## src/rtl/score_keeper_if.sv

```systemverilog
// Interface bundling the score keeper's game-control inputs and score/serve outputs.
// master drives the misses, ticks and start; slave is the score keeper itself.
interface score_keeper_if;
  logic       frame_tick;
  logic       start;
  logic       miss_left;
  logic       miss_right;
  logic [3:0] player1_score;
  logic [3:0] player2_score;
  logic       serve;
  logic       serve_dir;
  logic       playing;
  logic       game_over;
  logic       winner;

  modport master (
    output frame_tick, start, miss_left, miss_right,
    input  player1_score, player2_score, serve, serve_dir, playing, game_over, winner
  );

  modport slave (
    input  frame_tick, start, miss_left, miss_right,
    output player1_score, player2_score, serve, serve_dir, playing, game_over, winner
  );
endinterface

```

## src/rtl/score_keeper.sv

```systemverilog
// Pong match-score state machine: tracks points, paces serves on frame ticks and
// reports game-over with the winning player. All outputs come straight from registers.
module score_keeper #(
  parameter int unsigned WIN_SCORE    = 5,
  parameter int unsigned PAUSE_FRAMES = 60
) (
  input logic           clk,
  input logic           rst,
  score_keeper_if.slave bus
);

  typedef enum logic [1:0] {StIdle, StPlay, StPointPause, StGameOver} state_e;

  localparam logic [3:0] WinVal    = 4'(WIN_SCORE);
  localparam logic [7:0] PauseLast = 8'(PAUSE_FRAMES - 1);

  state_e     state_q, state_d;
  logic [3:0] p1_q, p1_d, p2_q, p2_d;
  logic [7:0] cnt_q, cnt_d;
  logic       serve_q, serve_d;
  logic       dir_q, dir_d;
  logic       playing_q, playing_d;
  logic       game_over_q, game_over_d;
  logic       winner_q, winner_d;
  logic [3:0] p1_inc, p2_inc;

  assign p1_inc = p1_q + 4'd1;
  assign p2_inc = p2_q + 4'd1;

  always_comb begin
    state_d     = state_q;
    p1_d        = p1_q;
    p2_d        = p2_q;
    cnt_d       = cnt_q;
    serve_d     = 1'b0;
    dir_d       = dir_q;
    playing_d   = playing_q;
    game_over_d = game_over_q;
    winner_d    = winner_q;

    unique case (state_q)
      StIdle: begin
        p1_d = 4'd0;
        p2_d = 4'd0;
        if (bus.start) begin
          serve_d   = 1'b1;
          dir_d     = 1'b0;
          playing_d = 1'b1;
          state_d   = StPlay;
        end
      end
      StPlay: begin
        // A simultaneous double miss is treated as a replay: nobody scores.
        if (bus.miss_left && bus.miss_right) begin
          playing_d = 1'b0;
          cnt_d     = 8'd0;
          state_d   = StPointPause;
        end else if (bus.miss_right) begin
          p1_d      = p1_inc;
          playing_d = 1'b0;
          dir_d     = 1'b1;
          cnt_d     = 8'd0;
          if (p1_inc == WinVal) begin
            game_over_d = 1'b1;
            winner_d    = 1'b0;
            state_d     = StGameOver;
          end else begin
            state_d = StPointPause;
          end
        end else if (bus.miss_left) begin
          p2_d      = p2_inc;
          playing_d = 1'b0;
          dir_d     = 1'b0;
          cnt_d     = 8'd0;
          if (p2_inc == WinVal) begin
            game_over_d = 1'b1;
            winner_d    = 1'b1;
            state_d     = StGameOver;
          end else begin
            state_d = StPointPause;
          end
        end
      end
      StPointPause: begin
        if (bus.frame_tick) begin
          if (cnt_q == PauseLast) begin
            serve_d   = 1'b1;
            playing_d = 1'b1;
            cnt_d     = 8'd0;
            state_d   = StPlay;
          end else begin
            cnt_d = cnt_q + 8'd1;
          end
        end
      end
      StGameOver: begin
        if (bus.start) begin
          p1_d        = 4'd0;
          p2_d        = 4'd0;
          game_over_d = 1'b0;
          state_d     = StIdle;
        end
      end
      default: state_d = StIdle;
    endcase
  end

  always_ff @(posedge clk) begin
    if (rst) begin
      state_q     <= StIdle;
      p1_q        <= 4'd0;
      p2_q        <= 4'd0;
      cnt_q       <= 8'd0;
      serve_q     <= 1'b0;
      dir_q       <= 1'b0;
      playing_q   <= 1'b0;
      game_over_q <= 1'b0;
      winner_q    <= 1'b0;
    end else begin
      state_q     <= state_d;
      p1_q        <= p1_d;
      p2_q        <= p2_d;
      cnt_q       <= cnt_d;
      serve_q     <= serve_d;
      dir_q       <= dir_d;
      playing_q   <= playing_d;
      game_over_q <= game_over_d;
      winner_q    <= winner_d;
    end
  end

  assign bus.player1_score = p1_q;
  assign bus.player2_score = p2_q;
  assign bus.serve         = serve_q;
  assign bus.serve_dir     = dir_q;
  assign bus.playing       = playing_q;
  assign bus.game_over     = game_over_q;
  assign bus.winner        = winner_q;

endmodule

```

## src/flat_wrapper.sv

```systemverilog
// flat-port wrapper written by rule: the top's interface ports become plain ports
module score_keeper_flat 
#(
  parameter int unsigned WIN_SCORE    = 5,
  parameter int unsigned PAUSE_FRAMES = 60
)
  (clk, rst, bus_frame_tick, bus_start, bus_miss_left, bus_miss_right, bus_player1_score, bus_player2_score, bus_serve, bus_serve_dir, bus_playing, bus_game_over, bus_winner);
  score_keeper_if bus_i ();
  input logic clk;
  input logic rst;
  input wire logic [$bits(bus_i.frame_tick)-1:0] bus_frame_tick;
  input wire logic [$bits(bus_i.start)-1:0] bus_start;
  input wire logic [$bits(bus_i.miss_left)-1:0] bus_miss_left;
  input wire logic [$bits(bus_i.miss_right)-1:0] bus_miss_right;
  output wire logic [$bits(bus_i.player1_score)-1:0] bus_player1_score;
  output wire logic [$bits(bus_i.player2_score)-1:0] bus_player2_score;
  output wire logic [$bits(bus_i.serve)-1:0] bus_serve;
  output wire logic [$bits(bus_i.serve_dir)-1:0] bus_serve_dir;
  output wire logic [$bits(bus_i.playing)-1:0] bus_playing;
  output wire logic [$bits(bus_i.game_over)-1:0] bus_game_over;
  output wire logic [$bits(bus_i.winner)-1:0] bus_winner;
  assign bus_i.frame_tick = bus_frame_tick;
  assign bus_i.start = bus_start;
  assign bus_i.miss_left = bus_miss_left;
  assign bus_i.miss_right = bus_miss_right;
  assign bus_player1_score = bus_i.player1_score;
  assign bus_player2_score = bus_i.player2_score;
  assign bus_serve = bus_i.serve;
  assign bus_serve_dir = bus_i.serve_dir;
  assign bus_playing = bus_i.playing;
  assign bus_game_over = bus_i.game_over;
  assign bus_winner = bus_i.winner;
  score_keeper #(.WIN_SCORE(WIN_SCORE), .PAUSE_FRAMES(PAUSE_FRAMES)) u_core (.clk(clk), .rst(rst), .bus(bus_i));
endmodule
```

## config.mk

```make
export PLATFORM = sky130hd
export DESIGN_NAME = score_keeper_flat
export DESIGN_NICKNAME = d
export VERILOG_FILES = /design/src/rtl/score_keeper_if.sv /design/src/rtl/score_keeper.sv /design/src/flat_wrapper.sv
export SDC_FILE = /design/constraint.sdc
export NUM_CORES = 1
export LEC_CHECK = 0
export BUFFER_PORTS_ARGS = -buffer_cell sky130_fd_sc_hd__buf_2
export CORE_MARGIN = 4
export CORE_UTILIZATION = 40
export CTS_CLUSTER_SIZE = 20
export DETAILED_ROUTE_END_ITERATION = 8
export SYNTH_ARGS = -nofsm -noshare
export SYNTH_HDL_FRONTEND = slang
export SYNTH_SLANG_ARGS = --single-unit
```

## constraint.sdc

```tcl
create_clock -name clk -period 1.4 [get_ports clk]
set_input_delay 0.28 -clock clk [delete_from_list [all_inputs] [get_ports clk]]
set_output_delay 0.28 -clock clk [all_outputs]
set_load 0.05 [all_outputs]
```

==> out/summary.txt, run 1 <==
status = finished, violations left
failing checks = negative setup slack
layout cells sized above 1 = 42.7%
fin crit share = 107%
area grow syn2layout = 37.2%
Post-synth top flop = dfxtp_1
routed len/inst = 13.2 um
chip width = 65.5 um
M1 GR Usage = 20.2%
cells after synthesis = 159
Layout Nets = 211
clk buf depth = 2
most common cell in the synthesized netlist = dfxtp_1
final number of max-transition violations = 0
crit path launch type = flop
endpoints failing setup = 10
clock sinks = 23
Peak VDD IR = 0.401 mV
GR Util met3 = 2.39%
Core ar. = 0.00310 sq mm
GR Util met2 = 25.5%
Post-Syn Nets = 170
number of global-route vias before repair = 1160
crit path kind = reg -> reg
input/output buffers = 18
post-synthesis cell type count = 45
Root Buffer = clkbuf_4
Mapped Area = 0.00132 sq mm
aggregate routed wire length = 3210 um
Post-synth EDFFs = 0
main area contributors after synthesis = dfxtp_1 (35%), a21oi_1 (5.7%), nor2_1 (5.1%)
Crit Path Max Fanout = 7
Die Y = 65.5 um
Final Skew = 0.00172 ns
Hold Buf Count CTS = 0
list of most frequent post-synthesis cells = dfxtp_1 (23), nor2_1 (18), nand2_1 (16)
Post-Syn Area per Cell = 8.33 sq um
Setup WS post-layout = -0.102 ns
CTS tree = built
Rows = 20
Leakage = 0.000688 uW
gr ovfl total = 0
Clk Latency, worst-skew pair = 0.32 ns
DP HPWL = 2270 um
Filler cells = 312
clk slew on worst S/H paths = 0.13 ns
Worst-Margin Slew = 0.289 ns
DRC viols = 0
CTS Buf Count = 3
htree depth = 1
Via-to-Cell Ratio = 5.14
WP data required = 1.64 ns
Worst Path Arrival = 1.74 ns
FMAX = 666 MHz
via count = 1250
first-pass GRT wire length = 5270 um
FFs w/ async S/R, synth = 0%
total power = 1380 uW
Routability Congestion = 0.864
number of antenna violations at the first check in global routing = 0
DRT Pass-1 Iters = 4
ANT cells = 0
relative slew slack = 80.5%
initial core utilization = 42.7%
Overall Global Routing Usage = 15.6%
grt peak-use layer = met2
IO Pins = 19
max_cap viols = 0
DRC marker count from the first detailed-route iteration = 49
Ys Warns = 0
CP endpoint kind = flop
Tmin final = 1.50 ns
dpl ws = -0.0696 ns
register area share after synthesis = 34.8%
largest net degree at the start of global routing = 19
RSZ-0062 raised after global routing = yes
die area = 0.00429 sq mm
Seq cells post-synth = 23
Synth top area share = 34.8%
Worst Hold Class = in -> reg
ANT nets after route = 0
Finished Core Util = 58.5%
P per Cell Area = 757 mW/mm^2
Final Hold Vio Count = 0
Synth area leader = dfxtp_1
-- worst max-delay path, stage by stage (launching register included) --
cell and delay, ns:
dfxtp_4 0.40, ha_4 0.18, nor4b_4 0.25, o211ai_1 0.16, and4bb_1 0.26, a2111oi_4 0.17
-- cell type report --
class,instances,area [sq um],area share [%]
Clock inverter,1,5.00,0.275
Inverter,7,26.3,1.45
Timing Repair Buffer,43,292,16.0
Clock buffer,3,22.5,1.24
Sequential cell,23,487,26.8
Tap cell,44,55.1,3.03
Multi-Input combinational cell,122,930,51.2
-- worst paths after layout --
check	startpoint	endpoint	slack [ns]	depth (start not counted)
min reg2reg	u_core.bus.winner	u_core.bus.winner	0.51	2
max	u_core.bus.player1_score[0]	u_core.bus.game_over	-0.10	5
min	rst	u_core.bus.playing	0.22	2
max reg2reg	u_core.bus.player1_score[0]	u_core.bus.game_over	-0.10	5
-- power by group --
group	internal [uW]	switching, uW	total [uW]	leakage, uW
registers	670	20.9	691	0.000193
clock network	107	218	325	0.0000177
logic	148	211	360	0.000477
-- registers in the layout, summed over array words and instances (netlist names) --
name / flops
u_core.cnt_q: 8
u_core.bus.player1_score: 4
u_core.bus.player2_score: 4
u_core.state_q: 2
u_core.bus.game_over: 1
u_core.bus.playing: 1
u_core.bus.serve: 1
u_core.bus.serve_dir: 1
u_core.bus.winner: 1
-- what timing repair did --
| action | 4_1_cts | 5_1_grt |
|---|---|---|
| resized for setup | 5 | 19 |
| pin swaps | 6 | 8 |
| endpoints found under the setup margin | 16 | 23 |
| buffers inserted | 2 | 1 |
-- per-layer routing --
layer,up-vias,wire [um]
li1,642,-
met1,587,1530
met2,17,1530
met3,4,108
met4,0,40
met5,-,0
-- metrics by stage --
stage	area (sq um)	TNS [ns]	cells	hold slack (ns)
final	1820	-0.822	243	0.218
after global routing	1820	-2.14	243	0.210
after CTS	1740	-0.539	242	0.193
after detailed placement	1680	-0.393	237	0.473
after global placement	1680	-0.203	237	0.471
after floorplan	1400	-0.0674	159	0.416
-- kinds of logic (layout without fill, tap and decap cells) --
group | after synthesis | count (layout) | synth area share (%)
simple gates | 71 | 71 | 30.2
compound gates | 38 | 38 | 19.8
flops | 23 | 23 | 34.8
buf+inv | 14 | 54 | 5.20
xor+xnor | 8 | 8 | 5.29
fa+ha+maj | 5 | 5 | 4.73
-- cell usage in the layout, fill, tap and decap left out, types with 2 or more instances in the layout --
cell      netlist  routed
buf_4           2      24
nor3_1          4       3
xor2_1          5       5
o21ai_0         7       7
and2_1          2       2
nand3b_1        2       2
inv_1           7       6
nand3_1         4       3
a31oi_2         0       2
a21oi_1        15      13
nor2b_1         4       2
nand2b_1        4       4
nor2_1         18      17
ha_1            5       2
dfxtp_1        23      12
a21oi_2         0       2
dfxtp_4         0       5
or4_1           2       2
nor4_4          1       2
clkbuf_4        0       7
ha_4            0       3
nand2_1        16      16
xnor2_1         3       3
dfxtp_2         0       6
buf_2           1      14
nand4_1         3       3
No activity file was read; power rests on OpenSTA's default activity.
==> run 2, diff against run 1 <==
Settings changed: CORE_ASPECT_RATIO from default to 0.75.
==> run 2 against run 1 <==
  * The flow still finishes with violations (negative setup slack)
  * Sequential share of layout area down 0.43 points
  * Sequential power is essentially flat
  * Critical path type unchanged
  * Clock skew rose by 0.0067 ns
  * Critical path depth stayed put
  * Largest power group unchanged
  * First-iteration DRC count up 53%
  * Clock power is 31% higher
  * Hold slack improved by 0.11 ns
  * Global-route usage rose by 1.2 points
  * Non-clock buffer count is 4 higher
  * Die area increased by 0.23%
  * Via count rose by 5.6%
==> out/summary.txt, run 2 (synthesis results as in run 1) <==
clock power share = 28.2%
Rows = 17
Top reg by flops = u_core.cnt_q
Root Buffer = clkbuf_8
total internal power = 1040 uW
DP HPWL = 2580 um
gr ovfl total = 0
FMAX = 658 MHz
largest net degree at the start of global routing = 14
Worst Setup SP = u_core.bus.player1_score[0]
Setup WS post-layout = -0.121 ns
Final Skew = 0.00846 ns
Clk Latency, worst-skew pair = 0.27 ns
crit path kind = reg -> reg
CP endpoint kind = flop
WHS = 0.327 ns
crit path launch type = flop
hold_sp = bus_miss_left
htree depth = 1
aggregate routed wire length = 3500 um
grt peak-use layer = met2
Crit Path Max Fanout = 5
CTS tree = built
input/output buffers = 18
ANT cells = 0
Worst Hold Class = in -> reg
Core ar. = 0.00306 sq mm
clk slew on worst S/H paths = 0.09 ns
max_cap viols = 0
RR Startpoint = u_core.bus.player1_score[0]
Via-to-Cell Ratio = 5.48
number of antenna violations at the first check in global routing = 0
Worst-Margin Slew = 0.335 ns
dpl ws = -0.107 ns
ANT nets after route = 0
IO Pins = 19
die area = 0.00430 sq mm
DRT Pass-1 Iters = 4
combinational share of power = 26.1%
total power = 1510 uW
Hold Buf Count CTS = 0
relative slew slack = 77.6%
Critical Path Slowest Stage Cell = dfxtp_4
DRC marker count from the first detailed-route iteration = 75
failing checks = negative setup slack
critical path's largest stage delay = 0.37 ns
GR Util met3 = 3.99%
Seq pwr share = 45.6%
clk buf depth = 2
RSZ-0062 raised after global routing = yes
leading cell types in the layout, fill and taps excluded = buf_4 (27), buf_2 (17), nand2_1 (15)
GR Util met2 = 25.8%
number of global-route vias before repair = 1216
Worst Path Arrival = 1.70 ns
Layout Nets = 215
gate family responsible for the most delay along the worst path = simple AND/OR/NAND/NOR gates
initial core utilization = 43.2%
Net Switching = 466 uW
status = finished, violations left
Sw Ratio = 30.9%
WP data required = 1.58 ns
routed len/inst = 14.5 um
Routability Congestion = 0.876
commonest non-fill, non-tap cell in the layout = buf_4
first-pass GRT wire length = 5770 um
DRC viols = 0
Final Hold Vio Count = 0
M1 GR Usage = 24.8%
clock sinks = 23
Die Y = 57.8 um
fin crit share = 109%
Peak VDD IR = 0.497 mV
CTS Buf Count = 3
chip width = 74.4 um
max FFs per register = 8
Leakage = 0.000708 uW
final number of max-transition violations = 0
layout cells sized above 1 = 42.4%
via count = 1320
endpoints failing setup = 11
area grow syn2layout = 38.8%
P per Cell Area = 822 mW/mm^2
WP buf/inv = 0
Overall Global Routing Usage = 16.8%
critical path, cell by cell = ha_4 -> nor4b_4 -> o211ai_1 -> and4bb_1 -> a2111oi_4
Tmin final = 1.52 ns
run 2: changes by cell type in the layout (fill, tap and decap cells not counted), sizes merged:
| cell | before | now |
|---|---|---|
| clkbuf | 7 | 4 |
| buf | 39 | 47 |
| clkinv | 1 | 0 |
run 2: power groups by stage:
stage,Clock (uW),Combinational (uW),Sequential [uW]
global placement,0,349,704
floorplan,0,192,737
global route,471,426,692
finish,426,394,689
CTS,433,373,689
detailed placement,0,356,705
run 2: timing repair:
action                     4_1_cts  5_1_grt
buffers inserted                 4        0
pin swaps                        5        6
resized for setup                3       16
setup endpoints to repair       12       16
run 2: tightest hold or removal path, delay by kind of cell:
kind                   cells  cell delay [ns]
AND/OR/NAND/NOR            1             0.07
buffers and inverters      1             0.14
AO/OA/AOI/OAI              1             0.07
run 2: final cells by class:
class                           instances  area [sq um]
Inverter                                7          26.3
Sequential cell                        23           484
Timing Repair Buffer                   47           330
Tap cell                               38          47.5
Multi-Input combinational cell        122           903
Clock buffer                            4          45.0
Fill cell                             280          1230
run 2: final timing paths:
path / endpoint / slack, ns / depth (start not counted)
worst max register to register: u_core.bus.game_over / -0.12 / 5
worst max-delay path: u_core.bus.game_over / -0.12 / 5
worst min register to register: u_core.bus.winner / 0.49 / 2
worst min-delay path: u_core.bus.winner / 0.33 / 3
run 2: metal layers:
layer / share of wire (%) / wire, um
met2: 44 / 1530
met1: 51 / 1780
met3: 4.6 / 162
met4: 0.51 / 18
met5: 0 / 0
run 2: metrics by stage:
stage                     TNS [ns]  utilization (%)  cell area, sq um  std cells
after floorplan            -0.0674                -              1400        159
after global placement      -0.121             55.4              1700        233
after detailed placement    -0.635             55.4              1700        233
after CTS                   -0.209             58.3              1780        241
after global routing         -1.89             60.0              1840        241
final                       -0.655             60.0              1840        241
